$ cat src/rtl/mseq_pkg.sv
// ---------------------------------------------------------------------------
// mseq_pkg
// Shared definitions for the maximal-length sequence generator:
//   - mseq_state_e        : generator FSM states (IDLE, RUN, STUCK)
//   - MSEQ_DEFAULT_SEED   : shift-register contents after reset
//   - MSEQ_DEFAULT_TAPS   : feedback tap mask after reset (x^5 + x^2 + 1)
// The constants are sized for the 5-bit default build; the generator casts
// them to its own WIDTH when forming its parameter defaults.
// ---------------------------------------------------------------------------
package mseq_pkg;

    // IDLE  : register loaded, no output offered
    // RUN   : out_bit offered every cycle, advancing on each transfer
    // STUCK : register holds all zeros and can never leave that state by
    //         shifting, so only load or reset gets the generator going again
    typedef enum logic [1:0] {
        IDLE  = 2'd0,
        RUN   = 2'd1,
        STUCK = 2'd2
    } mseq_state_e;

    localparam logic [4:0] MSEQ_DEFAULT_SEED = 5'b00001;
    localparam logic [4:0] MSEQ_DEFAULT_TAPS = 5'b00101;

endpackage

$ cat src/rtl/mseq_if.sv
// ---------------------------------------------------------------------------
// mseq_if
// Control and data bundle between a consumer/controller (master) and the
// sequence generator (slave).
//   load, seed, taps_in : master -> slave, capture a new seed and tap mask
//   start, stop         : master -> slave, enter / leave generation
//   out_ready           : master -> slave, consumer accepts out_bit
//   out_valid, out_bit  : slave -> master, offered sequence bit
//   state_o             : slave -> master, current shift-register contents
//   stuck               : slave -> master, register is all zero
// Optional build macro MSEQ_PERIOD_CNT_EN adds:
//   period_done         : slave -> master, one-cycle pulse on period wrap
//   period_len          : slave -> master, length of the last full period
// ---------------------------------------------------------------------------
interface mseq_if #(
    parameter int WIDTH = 5
);

    logic             load;
    logic [WIDTH-1:0] seed;
    logic [WIDTH-1:0] taps_in;
    logic             start;
    logic             stop;
    logic             out_ready;
    logic             out_valid;
    logic             out_bit;
    logic [WIDTH-1:0] state_o;
    logic             stuck;
`ifdef MSEQ_PERIOD_CNT_EN
    logic             period_done;
    logic [WIDTH-1:0] period_len;
`endif

    // Controller / consumer side
    modport master (
        output load,
        output seed,
        output taps_in,
        output start,
        output stop,
        output out_ready,
        input  out_valid,
        input  out_bit,
        input  state_o,
`ifdef MSEQ_PERIOD_CNT_EN
        input  period_done,
        input  period_len,
`endif
        input  stuck
    );

    // Generator side
    modport slave (
        input  load,
        input  seed,
        input  taps_in,
        input  start,
        input  stop,
        input  out_ready,
        output out_valid,
        output out_bit,
        output state_o,
`ifdef MSEQ_PERIOD_CNT_EN
        output period_done,
        output period_len,
`endif
        output stuck
    );

endinterface

$ cat src/rtl/mseq_step.sv
// ---------------------------------------------------------------------------
// mseq_step
// Purely combinational single step of a Fibonacci shift register.
//   state      : current register contents
//   taps       : feedback tap mask
//   sum        : XOR of the tapped bits; this is also the bit offered to the
//                consumer for the current state
//   next_state : contents after one shift, feedback entering at the MSB
// ---------------------------------------------------------------------------
module mseq_step #(
    parameter int WIDTH = 5
) (
    input  logic [WIDTH-1:0] state,
    input  logic [WIDTH-1:0] taps,
    output logic             sum,
    output logic [WIDTH-1:0] next_state
);

    // Feedback is the parity of the tapped bits; the register shifts toward
    // bit 0 and the new bit enters at the top.
    assign sum        = ^(state & taps);
    assign next_state = {sum, state[WIDTH-1:1]};

endmodule

$ cat src/rtl/mseq_gen.sv
// ---------------------------------------------------------------------------
// mseq_gen
// Programmable-tap maximal-length sequence generator with a valid/ready
// output handshake.
//   clk  : single rising-edge clock
//   rst  : synchronous active-high reset
//   bus  : mseq_if slave modport (load/seed/taps_in, start/stop,
//          out_ready/out_valid/out_bit, state_o, stuck)
// Parameters:
//   WIDTH        : shift-register length (2..32)
//   DEFAULT_SEED : register contents after reset
//   DEFAULT_TAPS : tap mask after reset
// Build option:
//   MSEQ_PERIOD_CNT_EN : adds a step counter with period_done / period_len
//                        outputs, measured against a latched reference seed.
// ---------------------------------------------------------------------------
module mseq_gen
    import mseq_pkg::*;
#(
    parameter int               WIDTH        = 5,
    parameter logic [WIDTH-1:0] DEFAULT_SEED = WIDTH'(MSEQ_DEFAULT_SEED),
    parameter logic [WIDTH-1:0] DEFAULT_TAPS = WIDTH'(MSEQ_DEFAULT_TAPS)
) (
    input  logic clk,
    input  logic rst,
    mseq_if.slave bus
);

    mseq_state_e      fsm_q;
    mseq_state_e      fsm_d;
    logic [WIDTH-1:0] lfsr_q;
    logic [WIDTH-1:0] taps_q;
    logic             step_sum;
    logic [WIDTH-1:0] step_next;
    logic             do_load;
    logic             do_adv;

    // One combinational step of the register from its current contents.
    mseq_step #(
        .WIDTH (WIDTH)
    ) u_step (
        .state      (lfsr_q),
        .taps       (taps_q),
        .sum        (step_sum),
        .next_state (step_next)
    );

    // Next-state decision. Load overrides everything, then stop, then start,
    // then a transfer. Start is only meaningful in IDLE and stop only in RUN,
    // so the two never compete within one state. A transfer happens only when
    // a bit is being offered (RUN) and taken, and if it would leave the
    // register empty we park in STUCK because shifting can never recover.
    always_comb begin
        fsm_d   = fsm_q;
        do_load = 1'b0;
        do_adv  = 1'b0;

        if (bus.load) begin
            do_load = 1'b1;
            fsm_d   = (bus.seed == '0) ? STUCK : IDLE;
        end else begin
            case (fsm_q)
                IDLE: begin
                    if (bus.start) begin
                        fsm_d = RUN;
                    end
                end
                RUN: begin
                    if (bus.stop) begin
                        fsm_d = IDLE;
                    end else if (bus.out_ready) begin
                        do_adv = 1'b1;
                        if (step_next == '0) begin
                            fsm_d = STUCK;
                        end
                    end
                end
                STUCK: begin
                    fsm_d = STUCK;
                end
                default: begin
                    fsm_d = IDLE;
                end
            endcase
        end
    end

    // FSM state register.
    always_ff @(posedge clk) begin
        if (rst) begin
            fsm_q <= IDLE;
        end else begin
            fsm_q <= fsm_d;
        end
    end

    // Shift register and tap mask. A load replaces both; a transfer shifts
    // once. Reset discards any transfer pending in the same cycle.
    always_ff @(posedge clk) begin
        if (rst) begin
            lfsr_q <= DEFAULT_SEED;
            taps_q <= DEFAULT_TAPS;
        end else if (do_load) begin
            lfsr_q <= bus.seed;
            taps_q <= bus.taps_in;
        end else if (do_adv) begin
            lfsr_q <= step_next;
        end
    end

    // Outputs come straight from registered state, so nothing on the input
    // side of the handshake reaches them combinationally.
    assign bus.out_valid = (fsm_q == RUN);
    assign bus.stuck     = (fsm_q == STUCK);
    assign bus.out_bit   = step_sum;
    assign bus.state_o   = lfsr_q;

`ifdef MSEQ_PERIOD_CNT_EN
    logic [WIDTH-1:0] ref_q;
    logic [WIDTH-1:0] cnt_q;
    logic [WIDTH-1:0] len_q;
    logic             done_q;

    // Period measurement. The reference is whatever seed the current run
    // started from; each transfer counts one step, and when a step lands back
    // on the reference the count (including that step) is published and the
    // counter restarts for the next lap. WIDTH bits are enough because a
    // maximal sequence is 2^WIDTH - 1 steps long.
    always_ff @(posedge clk) begin
        if (rst) begin
            ref_q  <= DEFAULT_SEED;
            cnt_q  <= '0;
            len_q  <= '0;
            done_q <= 1'b0;
        end else begin
            done_q <= 1'b0;
            if (do_load) begin
                ref_q <= bus.seed;
                cnt_q <= '0;
                len_q <= '0;
            end else if (do_adv) begin
                if (step_next == ref_q) begin
                    done_q <= 1'b1;
                    len_q  <= cnt_q + WIDTH'(1);
                    cnt_q  <= '0;
                end else begin
                    cnt_q  <= cnt_q + WIDTH'(1);
                end
            end
        end
    end

    assign bus.period_done = done_q;
    assign bus.period_len  = len_q;
`endif

endmodule

$ cat src/flat_wrapper.sv
// flat-port wrapper written by rule: the top's interface ports become plain ports
module mseq_gen_flat import mseq_pkg::*;
#(
    parameter int               WIDTH        = 5,
    parameter logic [WIDTH-1:0] DEFAULT_SEED = WIDTH'(MSEQ_DEFAULT_SEED),
    parameter logic [WIDTH-1:0] DEFAULT_TAPS = WIDTH'(MSEQ_DEFAULT_TAPS)
)
  (clk, rst, bus_load, bus_seed, bus_taps_in, bus_start, bus_stop, bus_out_ready, bus_out_valid, bus_out_bit, bus_state_o, bus_stuck);
  mseq_if #(.WIDTH(WIDTH)) bus_i ();
  input  logic clk;
  input  logic rst;
  input wire logic [$bits(bus_i.load)-1:0] bus_load;
  input wire logic [$bits(bus_i.seed)-1:0] bus_seed;
  input wire logic [$bits(bus_i.taps_in)-1:0] bus_taps_in;
  input wire logic [$bits(bus_i.start)-1:0] bus_start;
  input wire logic [$bits(bus_i.stop)-1:0] bus_stop;
  input wire logic [$bits(bus_i.out_ready)-1:0] bus_out_ready;
  output wire logic [$bits(bus_i.out_valid)-1:0] bus_out_valid;
  output wire logic [$bits(bus_i.out_bit)-1:0] bus_out_bit;
  output wire logic [$bits(bus_i.state_o)-1:0] bus_state_o;
  output wire logic [$bits(bus_i.stuck)-1:0] bus_stuck;
  assign bus_i.load = bus_load;
  assign bus_i.seed = bus_seed;
  assign bus_i.taps_in = bus_taps_in;
  assign bus_i.start = bus_start;
  assign bus_i.stop = bus_stop;
  assign bus_i.out_ready = bus_out_ready;
  assign bus_out_valid = bus_i.out_valid;
  assign bus_out_bit = bus_i.out_bit;
  assign bus_state_o = bus_i.state_o;
  assign bus_stuck = bus_i.stuck;
  mseq_gen #(.WIDTH(WIDTH), .DEFAULT_SEED(DEFAULT_SEED), .DEFAULT_TAPS(DEFAULT_TAPS)) u_core (.clk(clk), .rst(rst), .bus(bus_i));
endmodule
$ cat config.mk
export PLATFORM = sky130hd
export DESIGN_NAME = mseq_gen_flat
export DESIGN_NICKNAME = d
export VERILOG_FILES = /design/src/rtl/mseq_pkg.sv /design/src/rtl/mseq_if.sv /design/src/rtl/mseq_step.sv /design/src/rtl/mseq_gen.sv /design/src/flat_wrapper.sv
export SDC_FILE = /design/constraint.sdc
export NUM_CORES = 1
export LEC_CHECK = 0
export CAP_MARGIN = 30
export CORE_MARGIN = 5
export CORE_UTILIZATION = 45
export CTS_BUF_LIST = sky130_fd_sc_hd__clkbuf_16
export CTS_CLUSTER_SIZE = 25
export DETAILED_ROUTE_END_ITERATION = 6
export HOLD_SLACK_MARGIN = 0.12
export PLACE_DENSITY = 0.82
export SYNTH_ARGS = -nofsm -noshare
export SYNTH_HDL_FRONTEND = slang
export SYNTH_SLANG_ARGS = --single-unit
$ cat constraint.sdc
create_clock -name clk -period 2.49 [get_ports clk]
set_input_delay 0.249 -clock clk [delete_from_list [all_inputs] [get_ports clk]]
set_output_delay 0.249 -clock clk [all_outputs]
set_load 0.03 [all_outputs]
==> results by group, run 1 <==
Clock tree
  – # hold bufs at CTS: 0
  – Htree depth: 1
  – Root buf cell: clkbuf_16
  – Clock Sinks: 12
  – # resized after CTS: 0
  – Worst-path clk slew: 0.04 ns
  – Postcts setup bufs: 0
  – Clock Path Buffers: 2
  – Clk Latency, worst-skew pair: 0.24 ns
  – CTS tree: yes
  – Total CTS buffers: 3

Pwr
  – Power Dens Cells: between 600 and 700 nW/um2
  – Maximum vdd ir drop: 0.426 mV
  – P_leak: between 0.3 and 0.4 nW

Synthesis
  – Post-synth net total: 81
  – Synth Area per Inst: 9.64 um2
  – Synth cell types: 30
  – Synth Flop Type: dfxtp_1
  – Yosys top cell by area: dfxtp_1
  – Ranking of synthesized cells by area: dfxtp_1 38%, mux2i_1 11%, nor2_1 4.2%
  – EDFF count, synth: 0
  – Synthesized cell area: roughly 630 um2
  – Yosys Warn Count: 0
  – Ys async rst share: 0%
  – Most common cell in the netlist: dfxtp_1
  – Sequential area share after synthesis: between 30% and 40%
  – Register bit total from synthesis: 12
  – Top-area cell type share of the netlist area: 38.3%
  – Post-synth top cells: 12 x dfxtp_1, 7 x mux2i_1, 7 x nor2_1, 6 x nand2_1, 4 x nor2b_1
  – Post-Synthesis Cells: 65

Worst setup path
  – Buf/Inv on CP: 1
  – CP max-delay cell: clkdlybuf4s50_1
  – Setup crit end kind: output port
  – Crit-path max FO: 5
  – CP Data Required Time: 2.24 ns
  – CP Data Arrival Time: 2.06 ns
  – Critical Path Max Stage Delay: 0.70 ns
  – Critical path cell sequence: nand2_1 -> xor3_1 -> xnor2_1 -> clkdlybuf4s50_1
  – Crit path max-delay family: buffers and inverters
  – Crit Path Category: reg2out
  – Startpoint Class: register

Placed design
  – DP Area: 871 um2
  – Gpl congestion: 0.840
  – Detailed Place HPWL: 1160 um
  – IO buf count: 23

Detailed routing
  – 1st-pass router iterations: 4
  – Top sig layer: met4
  – Routed length on met1: 627 um
  – Via Count: 597
  – Met3 wire length: 123 um
  – DRT iter0 DRCs: 10
  – Antenna-violating nets left: 0
  – Drt wl/cell: 15.1 um
  – Vias per Instance: 5.63
  – Wirelength, routed: 1600 um
  – # DRC: 0
  – Wire length on met2: 836 um

Final layout
  – Antenna diodes: 0
  – Area Overhead vs Synth: 51.5%
  – Finished Cell Area: 950 um2
  – Final #Nets: 108
  – Fill count: 100
  – Share of cells above drive strength 1: 8.79%

STA
  – RSZ-0062 raised after global routing: no
  – Clock skew: a little under 0.002 ns
  – Final Slew Violations: 0
  – Final period demand of the worst path: 2.31 ns
  – Max Clk Rate: 433 MHz
  – Worst-Margin Slew: 0.454 ns
  – Tcrit/Tclk final: 92.8%
  – Rel. slew slack: 69.6%
  – Fin. Hold Viols: 0
  – Final setup fails: 0
  – Setup_tns: 0 ns

GRT
  – Pin count of the biggest net entering global routing: 14
  – Initial antenna violation count: 0
  – GRT Total Usage: 16.3%
  – Global-route wire length before repair: between 2000 and 3000 um
  – Total global routing overflow: 0
  – Vias in the first global route: 569

Floorplanning
  – Full die area: 2240 um2
  – Top Ports: 24
  – Die width: about 47 um
  – Standard-cell rows: 13
  – Die height: 47.3 um
  – CORE AREA: 1320 um2
  – Starting Density: 47.6%

Hold path
  – Tightest Hold Check Type: reg2reg

Status
  – Status: finished clean

Flow run
  – Max Cap Violations: 0
==> sequential cells by signal, indices dropped and copies added, names as in the netlist <==
name and cells:
u_core.bus.state_o 5, u_core.taps_q 5, u_core.fsm_q 2
==> per-stage QoR <==
step           power (mW)  setup WS (ns)  utilization (%)  hold WS, ns  instances
2_1_floorplan       0.292          0.547                -        0.371         65
3_3_place_gp        0.350          0.497             66.1        0.476        102
3_5_place_dp        0.352          0.442             66.1        0.482        102
4_1_cts             0.648          0.177             72.1        0.492        106
5_1_grt             0.672         0.0816             72.1        0.521        106
6_report            0.643          0.180             72.1        0.485        106
==> cell type report <==
cell class,instances,area (um2),share of cell area (%)
Clock inverter,1,3.75,0.395
Tap cell,15,18.8,1.98
Sequential cell,12,240,25.3
Multi-Input combinational cell,49,363,38.2
Timing Repair Buffer,25,245,25.8
Clock buffer,3,75.1,7.91
Inverter,1,3.75,0.395
==> tightest hold or removal path, delay by kind of cell, from the launching register on <==
family	cells	cell delay, ns
flip-flops	1	0.32
multiplexers	1	0.06
AND/OR/NAND/NOR	1	0.07
==> layer usage <==
metal | vias to the layer above | global-route usage, %
met1 | 289 | 18.8
met3 | 2 | 4.98
li1 | 285 | -
met5 | - | 0
met2 | 21 | 27.8
met4 | 0 | 6.63
==> path summary, 6_finish.rpt <==
kind                    startpoint               end  slack, ns  cells past startpoint
max          u_core.bus.state_o[3]       bus_out_bit       0.18                      4
min               u_core.taps_q[4]  u_core.taps_q[4]       0.48                      2
max reg2reg  u_core.bus.state_o[3]   u_core.fsm_q[1]       0.93                      4
min reg2reg       u_core.taps_q[4]  u_core.taps_q[4]       0.48                      2
==> logic make-up (layout without fill, tap and decap cells) <==
logic type | Yosys count | in the layout | share of synthesized area [%]
AND/OR/NAND/NOR | 26 | 26 | 24.2
AO/OA/AOI/OAI | 12 | 12 | 14.2
flip-flops | 12 | 12 | 38.3
multiplexers | 8 | 8 | 13.0
buffers and inverters | 4 | 30 | 3.79
XOR/XNOR | 3 | 3 | 6.59
==> power by group <==
| part | leakage [nW] | switching (mW) | internal [mW] |
|---|---|---|---|
| sequential | 0.0995 | 0.0126 | 0.206 |
| clock | 0.0385 | 0.0820 | 0.211 |
| combinational | 0.238 | 0.0611 | 0.0694 |
| total | 0.376 | 0.156 | 0.487 |
==> cell usage in the layout, fill, tap and decap left out <==
master | Yosys | final
xor3_1 | 1 | 1
or4_1 | 1 | 1
mux2_2 | 1 | 1
nor4bb_1 | 1 | 1
buf_4 | 0 | 2
nor4_1 | 1 | 1
nor2b_1 | 4 | 4
clkbuf_16 | 0 | 3
xor2_1 | 1 | 1
xnor2_1 | 1 | 1
o211ai_1 | 1 | 1
nor2_1 | 7 | 7
mux2i_1 | 7 | 7
o21ai_0 | 2 | 2
clkdlybuf4s50_1 | 0 | 23
nand2_1 | 6 | 6
nand2b_1 | 1 | 1
dfxtp_1 | 12 | 12
a211oi_1 | 3 | 3
or4b_1 | 1 | 1
a211o_1 | 2 | 2
clkinv_1 | 1 | 2
a21oi_1 | 1 | 1
a31o_2 | 1 | 1
and2b_1 | 1 | 1
a311o_1 | 1 | 1
and4b_1 | 1 | 1
or3_1 | 1 | 1
o21bai_1 | 1 | 1
nand2b_4 | 1 | 1
Note: power is estimated with default switching activity, not from simulation.
==> run 2, diff against run 1 <==
--- a/config.mk
+++ b/config.mk
@@ -6,13 +6,14 @@
 export NUM_CORES = 1
 export LEC_CHECK = 0
 export CAP_MARGIN = 30
-export CORE_MARGIN = 5
-export CORE_UTILIZATION = 45
+export CORE_AREA = 5 5 42 44
 export CTS_BUF_LIST = sky130_fd_sc_hd__clkbuf_16
 export CTS_CLUSTER_SIZE = 25
 export DETAILED_ROUTE_END_ITERATION = 6
+export DIE_AREA = 0 0 47 49
+export DONT_BUFFER_PORTS = 1
 export HOLD_SLACK_MARGIN = 0.12
-export PLACE_DENSITY = 0.82
+export PLACE_DENSITY = 0.62
 export SYNTH_ARGS = -nofsm -noshare
 export SYNTH_HDL_FRONTEND = slang
 export SYNTH_SLANG_ARGS = --single-unit
==> run 2 against run 1 <==
Combinational power decreased by 39%. Cell area decreased by 22%. Largest power group unchanged. Clock power about the same. Wire length decreased by 11%. Worst hold slack got worse by 0.36 ns. Clock skew decreased by 0.00065 ns. Maximum frequency increased by 20%. Die area increased by 2.9%. Final cell count decreased by 19%.
==> results by group, run 2 (synthesized netlist as in run 1, its figures left out) <==
STA
  – Worst-Margin Slew: 0.572 ns
  – Worst Slack Setup Final: roughly 0.57 ns
  – Tcrit/Tclk final: 77.1%
  – Max Clk Rate: 521 MHz
  – Final Slew Violations: 0
  – Fin. Hold Viols: 0
  – RSZ-0062 raised after global routing: no
  – Final period demand of the worst path: 1.92 ns
  – Rel. slew slack: roughly three fifths
  – Setup_tns: 0 ns
  – Hold WS: 0.127 ns
  – Clock skew: 0.00129 ns
  – Final setup fails: 0

Final layout
  – Final #Nets: approximately 90
  – Most frequent cells in the layout: 12 x dfxtp_1, 7 x mux2i_1, 7 x nor2_1, 6 x nand2_1
  – Share of cells above drive strength 1: 14.3%
  – Non-filler instance count after layout: 86
  – Antenna diodes: 0
  – Area Overhead vs Synth: 18.4%
  – Fill count: 130
  – Commonest non-fill, non-tap cell in the layout: dfxtp_1

Hold path
  – Worst Hold Depth: 1
  – Tightest Hold Check Type: in2reg

Worst setup path
  – Startpoint Class: register
  – Crit-path max FO: 5
  – Worst reg-to-reg path cell count: 4
  – Critical Path End: bus_out_bit
  – Crit Path Category: reg2out
  – R2R Path Start: u_core.bus.state_o[1]
  – Reg-to-reg slack, setup: 0.79 ns
  – Setup crit end kind: output port
  – Reg2Reg Capture Point: u_core.fsm_q[1]
  – Critical path startpoint: u_core.bus.state_o[1]
  – CP Data Required Time: between 2 and 2.5 ns
  – CP Data Arrival Time: 1.67 ns

Clock tree
  – Clk Latency, worst-skew pair: around 0.24 ns
  – Worst-path clk slew: 0.04 ns
  – Root buf cell: clkbuf_16
  – # resized after CTS: 0
  – Postcts setup bufs: 0
  – Htree depth: 1
  – # hold bufs at CTS: 1
  – Clock Path Buffers: 2
  – CTS tree: yes
  – Clock Sinks: 12
  – Total CTS buffers: 3

Floorplanning
  – Full die area: 2300 um2
  – CORE AREA: about 1400 um2
  – Standard-cell rows: 14
  – Die height: between 40 and 50 um
  – Starting Density: 44.7%
  – Die width: 47 um
  – Top Ports: 24

Status
  – Status: finished clean

GRT
  – GRT Total Usage: between 10% and 20%
  – Pin count of the biggest net entering global routing: 15
  – Vias in the first global route: 523
  – Total global routing overflow: 0
  – Initial antenna violation count: 0
  – Global-route wire length before repair: 2350 um

Detailed routing
  – Wirelength, routed: 1420 um
  – # DRC: 0
  – Drt wl/cell: 16.5 um
  – DRT iter0 DRCs: 2
  – Via Count: 480
  – 1st-pass router iterations: 3
  – Antenna-violating nets left: 0
  – Vias per Instance: 5.58

Placed design
  – Setup Slack @ Placement: 0.772 ns
  – Dpl cells: 82
  – IO buf count: 0
  – Gpl congestion: 0.758

Pwr
  – Power, Total: 0.598 mW
  – Power Dens Cells: about 810 nW/um2
  – Maximum vdd ir drop: 0.416 mV
  – P_leak: 0.301 nW

Flow run
  – Max Cap Violations: 0
[run 2: changes by cell type in the layout (fill, tap and decap cells not counted)]
cell and change:
buf_4 +2, clkinv_1 -1, clkdlybuf4s50_1 -23, dlygate4sd3_1 +1
[run 2: metrics by stage]
stage                     util, %  instance area [um2]
after CTS                    52.9                  742
after global routing         52.9                  742
after detailed placement     46.9                  657
after floorplan                 -                  627
final                        52.9                  742
after global placement       46.9                  657
[run 2: how the worst min path moves through the flow]
| stage | slack, ns | endpoint | from |
|---|---|---|---|
| floorplan | 0.37 | u_core.taps_q[0] | bus_taps_in[0] |
| finish | 0.13 | u_core.taps_q[2] | bus_load |
| CTS | 0.12 | u_core.taps_q[2] | bus_load |
| global placement | 0.32 | u_core.taps_q[1] | rst |
| detailed placement | 0.33 | u_core.taps_q[3] | rst |
| global route | 0.13 | u_core.taps_q[2] | bus_load |
[run 2: where the power goes]
| group | switching (mW) | leakage (nW) | internal (mW) |
|---|---|---|---|
| Combinational | 0.0419 | 0.164 | 0.0381 |
| Clock | 0.0822 | 0.0370 | 0.209 |
| Sequential | 0.0201 | 0.0995 | 0.206 |
| Total | 0.144 | 0.301 | 0.453 |
[run 2: area by class of cell]
cell class                      count  area [um2]  area share, %
Sequential cell                    12         240           32.4
Multi-Input combinational cell     49         363           48.9
Clock buffer                        3        75.1           10.1
Tap cell                           16        20.0           2.70
Timing Repair Buffer                5        40.0           5.40
Inverter                            1        3.75          0.506
[run 2: critical path, cell delays in order, from the launching register on]
cell and delay (ns):
dfxtp_1 0.56, nand2_1 0.10, xor3_1 0.42, xnor2_1 0.17, buf_4 0.18
[run 2: layer usage]
layer  vias up  routed length (um)  track usage [%]
met1       218                 572             15.2
met2        14                 693             23.1
li1        243                   -                -
met3         5                 124             8.12
met5         -                   0                0
met4         0                  30             6.91
